===== src/rtl/mult32x32_seq_pkg.sv =====
// Shared types and widths for the multiplier request sequencer.
// Operand/product widths, FSM states and request sizing helper.
package mult32x32_seq_pkg;

   localparam int OPND_W = 32;
   localparam int PROD_W = 64;

   typedef enum logic [1:0] {
      IDLE  = 2'd0,
      ISSUE = 2'd1,
      ARM   = 2'd2,
      RUN   = 2'd3
   } seq_state_t;

   function automatic int req_bits(input int tag_w);
      return 2 * OPND_W + tag_w;
   endfunction

endpackage


===== src/rtl/mult32x32_seq_fifo.sv =====
// First-word-fall-through request FIFO with registered flags.
// Push while full is accepted only when a pop frees the slot.
module mult32x32_seq_fifo #(
   parameter int DEPTH = 4,
   parameter int W     = 8
) (
   input  logic                       clk,
   input  logic                       reset,
   input  logic                       push,
   input  logic [W-1:0]               wdata,
   input  logic                       pop,
   output logic [W-1:0]               rdata,
   output logic                       full,
   output logic                       empty,
   output logic [$clog2(DEPTH):0]     count
);

   localparam int PTR_W = $clog2(DEPTH);
   localparam int CNT_W = PTR_W + 1;

   logic [W-1:0]     mem [DEPTH];
   logic [PTR_W-1:0] wptr;
   logic [PTR_W-1:0] rptr;
   logic [CNT_W-1:0] cnt_d;
   logic             do_push;
   logic             do_pop;

   assign do_pop  = pop & ~empty;
   assign do_push = push & (~full | do_pop);
   assign rdata   = mem[rptr];

   // Next occupancy from the accepted push/pop pair.
   always_comb begin
      cnt_d = count;
      unique case ({do_push, do_pop})
         2'b10:   cnt_d = count + CNT_W'(1);
         2'b01:   cnt_d = count - CNT_W'(1);
         default: cnt_d = count;
      endcase
   end

   // Storage write; entries need no reset since count guards reads.
   always_ff @(posedge clk) begin
      if (do_push) begin
         mem[wptr] <= wdata;
      end
   end

   // Pointers, count and registered full/empty flags.
   always_ff @(posedge clk) begin
      if (!reset) begin
         wptr  <= '0;
         rptr  <= '0;
         count <= '0;
         full  <= 1'b0;
         empty <= 1'b1;
      end else begin
         if (do_push) begin
            wptr <= wptr + PTR_W'(1);
         end
         if (do_pop) begin
            rptr <= rptr + PTR_W'(1);
         end
         count <= cnt_d;
         full  <= (cnt_d == CNT_W'(DEPTH));
         empty <= (cnt_d == '0);
      end
   end

endmodule


===== src/rtl/mult32x32_seq.sv =====
// Request sequencer in front of mult32x32_fast: queue, issue, return.
// Holds operands stable through a multiply and buffers one result.
module mult32x32_seq
   import mult32x32_seq_pkg::*;
#(
   parameter int DEPTH = 4,
   parameter int TAG_W = 4
) (
   input  logic              clk,
   input  logic              reset,
   input  logic              in_valid,
   output logic              in_ready,
   input  logic [31:0]       in_a,
   input  logic [31:0]       in_b,
   input  logic [TAG_W-1:0]  in_tag,
   output logic              res_valid,
   input  logic              res_ready,
   output logic [63:0]       res_product,
   output logic [TAG_W-1:0]  res_tag,
   output logic              mul_start,
   output logic [31:0]       mul_a,
   output logic [31:0]       mul_b,
   input  logic              mul_busy,
   input  logic [63:0]       mul_product,
   output logic              idle
);

   localparam int REQ_W = req_bits(TAG_W);
   localparam int CNT_W = $clog2(DEPTH) + 1;

   typedef struct packed {
      logic [OPND_W-1:0] a;
      logic [OPND_W-1:0] b;
      logic [TAG_W-1:0]  tag;
   } req_t;

   seq_state_t       state_q;
   seq_state_t       state_d;
   req_t             wreq;
   req_t             head;
   logic [REQ_W-1:0] head_bits;
   logic             fifo_full;
   logic             fifo_empty;
   logic [CNT_W-1:0] fifo_count;
   logic             push;
   logic             pop;
   logic             res_take;
   logic             pending;
   logic             capture;
   logic [TAG_W-1:0] op_tag;

   assign wreq.a   = in_a;
   assign wreq.b   = in_b;
   assign wreq.tag = in_tag;
   assign head     = req_t'(head_bits);

   assign in_ready = reset & ~fifo_full;
   assign push     = in_valid & in_ready;
   assign res_take = res_valid & res_ready;
   assign pending  = res_valid & ~res_take;
   assign capture  = (state_q == RUN) & ~mul_busy;

   assign mul_start = (state_q == ISSUE);
   assign idle = (fifo_count == '0) & (state_q == IDLE) & ~res_valid;

   mult32x32_seq_fifo #(
      .DEPTH (DEPTH),
      .W     (REQ_W)
   ) u_fifo (
      .clk   (clk),
      .reset (reset),
      .push  (push),
      .wdata (REQ_W'(wreq)),
      .pop   (pop),
      .rdata (head_bits),
      .full  (fifo_full),
      .empty (fifo_empty),
      .count (fifo_count)
   );

   // Next state and pop decision; a result taken this cycle frees IDLE.
   always_comb begin
      state_d = state_q;
      pop     = 1'b0;
      unique case (state_q)
         IDLE: begin
            if (!fifo_empty && !pending) begin
               pop     = 1'b1;
               state_d = ISSUE;
            end
         end
         ISSUE: state_d = ARM;
         ARM: begin
            if (mul_busy) begin
               state_d = RUN;
            end
         end
         RUN: begin
            if (!mul_busy) begin
               state_d = IDLE;
            end
         end
         default: state_d = IDLE;
      endcase
   end

   // FSM state register.
   always_ff @(posedge clk) begin
      if (!reset) begin
         state_q <= IDLE;
      end else begin
         state_q <= state_d;
      end
   end

   // Operand and tag registers, loaded from the FIFO head on pop.
   always_ff @(posedge clk) begin
      if (!reset) begin
         mul_a  <= '0;
         mul_b  <= '0;
         op_tag <= '0;
      end else if (pop) begin
         mul_a  <= head.a;
         mul_b  <= head.b;
         op_tag <= head.tag;
      end
   end

   // Result register: filled when the multiply ends, held until taken.
   always_ff @(posedge clk) begin
      if (!reset) begin
         res_valid   <= 1'b0;
         res_product <= '0;
         res_tag     <= '0;
      end else if (capture) begin
         res_valid   <= 1'b1;
         res_product <= mul_product;
         res_tag     <= op_tag;
      end else if (res_take) begin
         res_valid <= 1'b0;
      end
   end

endmodule


===== config.mk =====
export PLATFORM = sky130hd
export DESIGN_NAME = mult32x32_seq
export DESIGN_NICKNAME = d
export VERILOG_FILES = /design/src/rtl/mult32x32_seq_pkg.sv /design/src/rtl/mult32x32_seq_fifo.sv /design/src/rtl/mult32x32_seq.sv
export SDC_FILE = /design/constraint.sdc
export NUM_CORES = 1
export LEC_CHECK = 0
export CORE_MARGIN = 2
export CORE_UTILIZATION = 25
export DETAILED_ROUTE_END_ITERATION = 10
export GPL_TIMING_DRIVEN = 0
export HOLD_SLACK_MARGIN = 0.02
export PLACE_DENSITY = 0.45
export SLEW_MARGIN = 10
export SYNTH_ARGS = -nofsm -noshare
export SYNTH_HDL_FRONTEND = slang
export SYNTH_HIERARCHICAL = 1
export SYNTH_SLANG_ARGS = --single-unit

===== constraint.sdc =====
create_clock -name clk -period 4.9 [get_ports clk]
set_clock_uncertainty 0.1 [all_clocks]
set_input_delay 0.98 -clock clk [delete_from_list [all_inputs] [get_ports clk]]
set_output_delay 0.98 -clock clk [all_outputs]
set_load 0.02 [all_outputs]

* Word-level counts from Yosys, hierarchy flattened *
Memories as Yosys holds them, arrays and structs flattened. A register that Yosys moved wholly into a read port is not among the register bits.
Index checks and enable logic that the tools add are counted.

word-level totals
  register bits = 80
  bits in writable memories = 272
  output and inout port bits = 136
  memories = 1

operators by class
  $add $sub $neg = 4
  equal/unequal tests = 9
  muxes and demuxes = 11
  bitwise operators = 15
  reductions and logical operators = 9

memories
  name        words  bits a word  rd ports  clocked after Yosys merged registers in  wr ports  RTL line                  text
  u_fifo.mem  4      68           1         1                                        1         mult32x32_seq_fifo.sv:21  logic [W-1:0] mem [DEPTH];

operators by type and width
  kind                                                                     count
  1-bit AND                                                                9
  2-bit case mux with 4 select lines                                       1
  2-bit == test, second input constant                                     3
  3-bit zero test                                                          2
  1-bit 2-to-1 mux                                                         6
  2-bit 2-to-1 mux                                                         3
  3-bit case mux with 2 select lines                                       1
  1-bit inverter                                                           5
  2-bit by 1-bit adder with 2-bit output, second input constant            2
  2-bit by 1-bit == test with 1-bit output, second input constant          2
  2-bit inequality test, second input constant                             2
  3-bit by 1-bit adder with 3-bit output, second input constant            1
  3-bit == test, second input constant                                     1
  1-bit zero test                                                          3
  3-bit AND reduction                                                      1
  3-bit by 1-bit subtractor with 3-bit output, second input constant       1
  2-bit zero test                                                          1
  2-bit by 1-bit inequality test with 1-bit output, second input constant  1
  2-bit nonzero test                                                       1
  1-bit logical AND                                                        1
  1-bit bitwise OR                                                         1

* Longest topological paths before layout *
Gate-level depths: netlist of run 1.

  word-level depth = 13
  mapped depth = 13
  depth with buffers taken out = 12

* Hierarchy *
The synthesis of run 1 kept the hierarchy.

modules (own cells, without submodules)
  module              times used  cells each  area each (um2)  sequential area each (um2)
  mult32x32_seq_fifo  1           415         10391.2          8388.0
  mult32x32_seq       1           618         5310.1           2782.7

* Worst setup path after synthesis of run 1 *
Ideal clock, no wire load.

  kind = input -> register
  start = in reset
  end = mem u_fifo/mem[0][0] (netlist name) (enable)
  data arrival time = 3.688 ns
  slack = 0.679 ns
  stages = 5
  buffers on the path = 1
  path through = buf_4 nor2b_1 and2_1 a21boi_1 and2_1

between the ends
  word-level cells in the longest chain between the ends = 5

RTL lines
  what                                    RTL line                  text
  start: declaration                      mult32x32_seq.sv:10       input logic reset,
  1-bit AND                               mult32x32_seq.sv:57       assign in_ready = reset & ~fifo_full;
  named net in_ready                      mult32x32_seq.sv:12       output logic in_ready,
  1-bit AND                               mult32x32_seq.sv:58       assign push = in_valid & in_ready;
  named net push                          mult32x32_seq.sv:45       logic push;
  1-bit AND                               mult32x32_seq_fifo.sv:29  assign do_push = push & (~full | do_pop);
  1-bit 2-to-1 mux                        mult32x32_seq_fifo.sv:44  if (do_push) begin
  1-bit 2-to-1 mux (not written as such)  mult32x32_seq_fifo.sv:45  mem[wptr] <= wdata;
  end: declaration                        mult32x32_seq_fifo.sv:21

The timed path passes the listed nets, and every way through them passes these cells.

* Worst setup path in the final report of run 1 *
  start = in reset
  end = reg u_fifo.empty

between the ends
  word-level cells in the longest chain between the ends = 6
  elaborated cells on any way between the ends = 7
  those cells by class = 2 x eq/ne; 1 x mux; 3 x bitwise; 1 x reduce/logical

RTL lines
  what                                                                              RTL line                  text
  1-bit AND *                                                                       mult32x32_seq.sv:57
  1-bit AND *                                                                       mult32x32_seq.sv:58
  named net push                                                                    mult32x32_seq.sv:45
  1-bit AND *                                                                       mult32x32_seq_fifo.sv:29
  2-bit by 1-bit == test with 1-bit output / 2-bit == test (equally long branches)  mult32x32_seq_fifo.sv:35  unique case ({do_push, do_pop})
  3-bit case mux with 2 select lines *                                              mult32x32_seq_fifo.sv:35
  3-bit zero test *                                                                 mult32x32_seq_fifo.sv:66  empty <= (cnt_d == '0);
  end signal: assignment                                                            mult32x32_seq_fifo.sv:66
  end: declaration                                                                  mult32x32_seq_fifo.sv:14  output logic empty,

The timed path passes the listed nets; every way through them passes the cells marked *.
A chain may end at the register's enable or synchronous reset.

==> results_dict.tcl, run 1 <==
set metrics [dict create \
    cpPeakStageDelay_ps 790 \
    io_buffers 272 \
    synth_area_leaders "edfxtp_1, dfxtp_1, mux4_2" \
    layout_commonest_cell "nand2_1" \
    place_congestion 0.700 \
    synth_top_area_frac 0.520 \
    antenna_found_initial 5 \
    clock_latency_ps 590 \
    maxCapViolations 0 \
    clockBufferDepth 3 \
    slew_headroom 0.434 \
    tightest_slew_ps 849 \
    rr_worst_depth 13 \
    cts_tree "yes" \
    ir_worst_vdd_uv 211 \
    hold_depth 2 \
    place_area_um2 19600 \
    postCtsSetupBuffers 0 \
    tns_ps 0 \
    hold_ws_ps 352 \
    crit_fanout 10 \
    required_ps 5300 \
    place_ws_ps 86.1 \
    fin_area_um2 21300 \
    syn-cell-area_um2 15700 \
    cp_slowest_cell "clkdlybuf4s50_1" \
    fmax_mhz 240 \
    layout.nets 1507 \
    power_mw 8.95 \
    synth_ff_type "edfxtp_1" \
    setup_violations 0 \
    regToRegSetupSlack_ps 1090 \
    finalHoldViolations 0 \
    grt_pass1_vias 9605 \
    pin_count 273 \
    areaGrowthSynthToFinish_pct 35.3 \
    power.combinational.fraction 0.130 \
    p_leak_nw 6.84 \
    die_h_um 255 \
    ctsResizeCount 0 \
    synth_edf_count 272 \
    hold_start "res_product[55]" \
    grt_use_total 0.128 \
    final_cell_mix "nand2_1, clkdlybuf4s50_1, edfxtp_1" \
    worst_setup_path_end_kind "flip-flop" \
    drtIter0Drc 381 \
    cts_root_buffer "clkbuf_16" \
    die_area_um2 64800 \
    r2r_start "state_q[0]" \
    grt_overflow_total 0 \
    clock-sinks 422 \
    power.switching_mw 2.20 \
    synthCells 1033 \
    cts_buffers 48 \
    layout-drive-gt1-share 0.143 \
    dp.cells 2146 \
    drtPass1Iterations 4 \
    arrival_ps 4570 \
    syn_avg_cell_area_um2 15.2 \
    hp-class "reg -> reg" \
    fin_util 0.343 \
    h-tree-depth 2 \
    crit_type "in -> reg" \
    ys_warn_count 6 \
    seq_power_share 0.452 \
    layout_min_cycle_time_ps 4170 \
    post-route-period-util 0.851 \
    powerDensity_nw_per_um2 421 \
    min_to "res_product[55]" \
    wl_per_cell_um 18.7 \
    grt_max_degree 41 \
    num_vias 9241 \
    swShare 0.246 \
    finalMaxSlewViolations 0 \
    clockPowerShare 0.418 \
    path_clk_slew_ps 60 \
    dpl.hpwl_um 27700 \
    status "finished, final reports clean" \
    routed_via_density 4.13 \
    synth.yosys.seq_area_share 0.711 \
    yosys_register_bits 422 \
    crit_path_cell_trace "clkdlybuf4s50_1 -> buf_4 -> nor2b_1 -> and2_1 -> a21boi_1 -> inv_1 -> ha_1 -> fa_1 -> xor2_1 -> mux2_2 -> o21ai_0" \
    dieWidth_um 255 \
    hold_buffers 0 \
    routed_wl_um 41800 \
    antenna_left 0 \
    start_kind "input pin" \
    rows 91 \
    syn_nets 1181 \
    rsz0062_at_grt "no" \
    fin_cells 2235 \
    initial_core_util 0.253 \
    p_int_mw 6.75 \
    drc 0 \
    synth_cell_types 33 \
    synthArstFlopShare 0 \
    r2r-end "u_fifo/empty" \
    synth_area_leader_cell "edfxtp_1" \
    worst_slack_ps 732 \
    core_area_um2 61900 \
    grt_pass1_wl_um 61500 \
]
critical path, delay by kind of cell:
kind / cells / cell delay (ps)
muxes: 1 / 370
and+or+nand+nor: 2 / 350
buffers and inverters: 3 / 1230
adders and majority gates: 2 / 640
xor gates and xnor gates: 1 / 280
AOI/OAI and AO/OA: 2 / 690
layout make-up:
cell class / instances / area (µm²)
Multi-Input combinational cell: 540 / 4090
Clock buffer: 64 / 1340
Timing Repair Buffer: 276 / 2830
Buffer: 62 / 414
Clock inverter: 24 / 315
Tap cell: 837 / 1050
Antenna cell: 1 / 2.50
Inverter: 9 / 33.8
Fill cell: 6133 / 40700
Sequential cell: 422 / 11200
power groups by stage:
stage	combinational, mW	clock [mW]	sequential, mW
3_3_place_gp	1.19	0	4.13
3_5_place_dp	1.21	0	4.12
2_1_floorplan	0.513	0	4.22
5_1_grt	1.29	4.03	4.06
6_report	1.16	3.75	4.04
4_1_cts	1.21	3.89	4.05
cells by family (layout without fill, tap and decap cells):
family,count (synthesis),after routing,synth area share
adders and majority gates,11,11,0.00924
DFF,422,422,0.711
buffers and inverters,71,435,0.0285
and+or+nand+nor,307,307,0.0787
xor gates and xnor gates,4,4,0.00223
muxes,74,74,0.101
other,0,1,0
AOI/OAI and AO/OA,144,144,0.0684
Yosys cell counts, types with 5 or more instances:
cell        n
and2_1      9
buf_2      22
mux4_2     68
buf_4       8
edfxtp_1  272
clkbuf_1   19
inv_1       8
mux2i_1     5
ha_1       10
dfxtp_1   150
a21boi_0  112
nand2_1   281
a21boi_1   26
buf_6      10
worst max-delay path by stage:
stage | endpoint | depth (start not counted) | start | slack [ps]
final | u_fifo/empty | 11 | reset | 730
after global routing | u_fifo/empty | 11 | reset | 410
after CTS | u_fifo/empty | 11 | reset | 680
after detailed placement | u_fifo/empty | 11 | reset | 90
after global placement | u_fifo/mem[0][55] | 6 | reset | -2230
after floorplan | u_fifo/mem[0][0] | 5 | reset | 680
flip-flops by register name (all words and copies together), names as in the netlist, named ones only:
signal / count
u_fifo/wptr: 2
mul_a: 32
u_fifo/count: 3
res_product: 64
u_fifo/mem: 272
mul_b: 32
u_fifo/full: 1
u_fifo/empty: 1
res_tag: 4
op_tag: 4
res_valid: 1
state_q: 2
u_fifo/rptr: 2
per-layer routing:
| metal | vias to the layer above | wire [µm] | GRT usage |
|---|---|---|---|
| met5 | - | 60 | 0 |
| met4 | 8 | 743 | 0.0314 |
| met3 | 52 | 3290 | 0.0422 |
| met2 | 254 | 20100 | 0.219 |
| met1 | 4542 | 17600 | 0.155 |
| li1 | 4385 | - | - |
(Power assumes the default switching activity.)
==> run 2: changes to the inputs <==
Settings changed: ABC_CLOCK_PERIOD_IN_PS set to 4900, HOLD_SLACK_MARGIN 0.02 to 0.03, SLEW_MARGIN 10 to unset.
==> results of run 2 <==
The final DEF is identical to that of run 1; final timing and power are the same.
==> run 3: changes to the inputs <==
Settings changed: PLACE_DENSITY 0.45 to unset.
==> run 3 against run 2 <==
  * Final area down 0.29%
  * Non-clock buffer count unchanged
  * Sequential share of layout area rose by 0.16 points
  * Global-route usage decreased by 0.28 points
  * Worst hold slack improved by 1.2 ps
  * Final cell count rose by 0.13%
  * Combinational power hardly changed
  * Die area unchanged
  * Critical path type unchanged
==> results_dict.tcl, run 3 (synthesis results as in run 1) <==
set metrics [dict create \
    setup_violations 0 \
    required_ps 5290 \
    core_area_um2 61900 \
    largest_reg_flops 272 \
    drtPass1Iterations 4 \
    fin_area_um2 21200 \
    fillers 6067 \
    grt_max_degree 45 \
    pin_count 273 \
    start_kind "input pin" \
    drtIter0Drc 518 \
    hold_buffers 0 \
    drc 0 \
    multi_input_area_um2 4090 \
    layout-drive-gt1-share 0.139 \
    clockBufferDepth 3 \
    powerDensity_nw_per_um2 416 \
    antenna_left 0 \
    h-tree-depth 2 \
    wl_per_cell_um 18.4 \
    antenna_found_initial 3 \
    finalHoldViolations 0 \
    die_h_um 255 \
    place_congestion 0.693 \
    io_buffers 272 \
    top_register "u_fifo/mem" \
    dieWidth_um 255 \
    cts_buffers 48 \
    crit_buf_inv 4 \
    cp_slowest_cell "a21boi_1" \
    path_clk_slew_ps 60 \
    rows 91 \
    cts_root_buffer "clkbuf_16" \
    final_cell_mix "nand2_1, clkdlybuf4s50_1, edfxtp_1" \
    initial_core_util 0.253 \
    status "finished, final reports clean" \
    finalMaxSlewViolations 0 \
    layout_min_cycle_time_ps 4150 \
    crit_type "in -> reg" \
    power_mw 8.82 \
    p_leak_nw 6.83 \
    tightest_slew_ps 897 \
    crit_path_cell_trace "clkdlybuf4s50_1 -> nand2b_4 -> nand3b_4 -> inv_2 -> buf_4 -> nand2b_1 -> a21boi_1 -> inv_1 -> ha_1 -> fa_1 -> xor2_1 -> mux2_2 -> o21ai_0" \
    fin_util 0.342 \
    crit_fanout 11 \
    grt_pass1_vias 9802 \
    slew_headroom 0.402 \
    clock_latency_ps 580 \
    grt_overflow_total 0 \
    cpLargestDelayFamily "buffers and inverters" \
    routed_via_density 4.22 \
    layout.nets 1507 \
    post-route-period-util 0.846 \
    dpl.hpwl_um 27000 \
    cts_tree "yes" \
    routed_wl_um 41100 \
    ctsResizeCount 0 \
    rsz0062_at_grt "no" \
    place_area_um2 19600 \
    seqCellArea_um2 11200 \
    clock-sinks 422 \
    postCtsSetupBuffers 0 \
    hp-class "reg -> reg" \
    worst_slack_ps 754 \
    grt_pass1_wl_um 60200 \
    num_vias 9449 \
    layout_commonest_cell "nand2_1" \
    areaGrowthSynthToFinish_pct 35.0 \
    grt_use_total 0.125 \
    die_area_um2 64800 \
    largestRegisters "u_fifo/mem (272), res_product (64)" \
    hold_ws_ps 353 \
    place_ws_ps 103 \
    maxCapViolations 0 \
    worst_setup_path_end_kind "flip-flop" \
    ir_worst_vdd_uv 238 \
    cpPeakStageDelay_ps 550 \
    arrival_ps 4540 \
    fmax_mhz 241 \
]
run 3: changes by cell type in the layout (fill, tap and decap cells not counted):
cell,change
clkinv_4,+3
clkinv_2,+1
clkbuf_1,+7
inv_6,+2
bufinv_16,-2
clkbuf_8,-2
clkinvlp_4,-7
diode_2,+1
run 3: final cells by class:
cell class | count | share of cell area
diodes | 2 | 0.000236
plain buffers | 62 | 0.0195
multi-input cells | 540 | 0.193
repair buffers | 276 | 0.134
clock inverters | 21 | 0.0119
inverters | 9 | 0.00159
clock buffers | 69 | 0.0633
well taps | 837 | 0.0494
flip-flops and latches | 422 | 0.527
run 3: worst paths after layout:
kind | startpoint | to | slack, ps | depth (start not counted)
setup / recovery | res_ready | u_fifo/empty | 750 | 13
hold / removal | res_product[45] | res_product[45] | 350 | 2
setup reg to reg | state_q[0] | u_fifo/empty | 1050 | 13
hold reg to reg | res_product[45] | res_product[45] | 350 | 2
run 3: layer usage:
metal,global-route usage,vias up,routed length (µm)
li1,-,4400,-
met1,0.150,4736,17300
met2,0.219,262,20100
met3,0.0358,47,2980
met4,0.0312,4,716
met5,0,-,29
run 3: through the flow:
step / TNS, ps / cells
final: 0 / 2238
after global routing: 0 / 2236
after CTS: 0 / 2236
after detailed placement: 0 / 2146
after global placement: -554260 / 2142
after floorplan: 0 / 1033
run 3: where the power goes:
part	internal, mW	total (mW)	switching, mW
Combinational	0.542	1.18	0.635
Clock	2.14	3.60	1.46
Sequential	3.96	4.04	0.0845
run 3: worst min-delay path: cells and delay by family (launching register included):
family | cells | cell delay, ps
and+or+nand+nor | 1 | 50
DFF | 1 | 310
AOI/OAI and AO/OA | 1 | 50
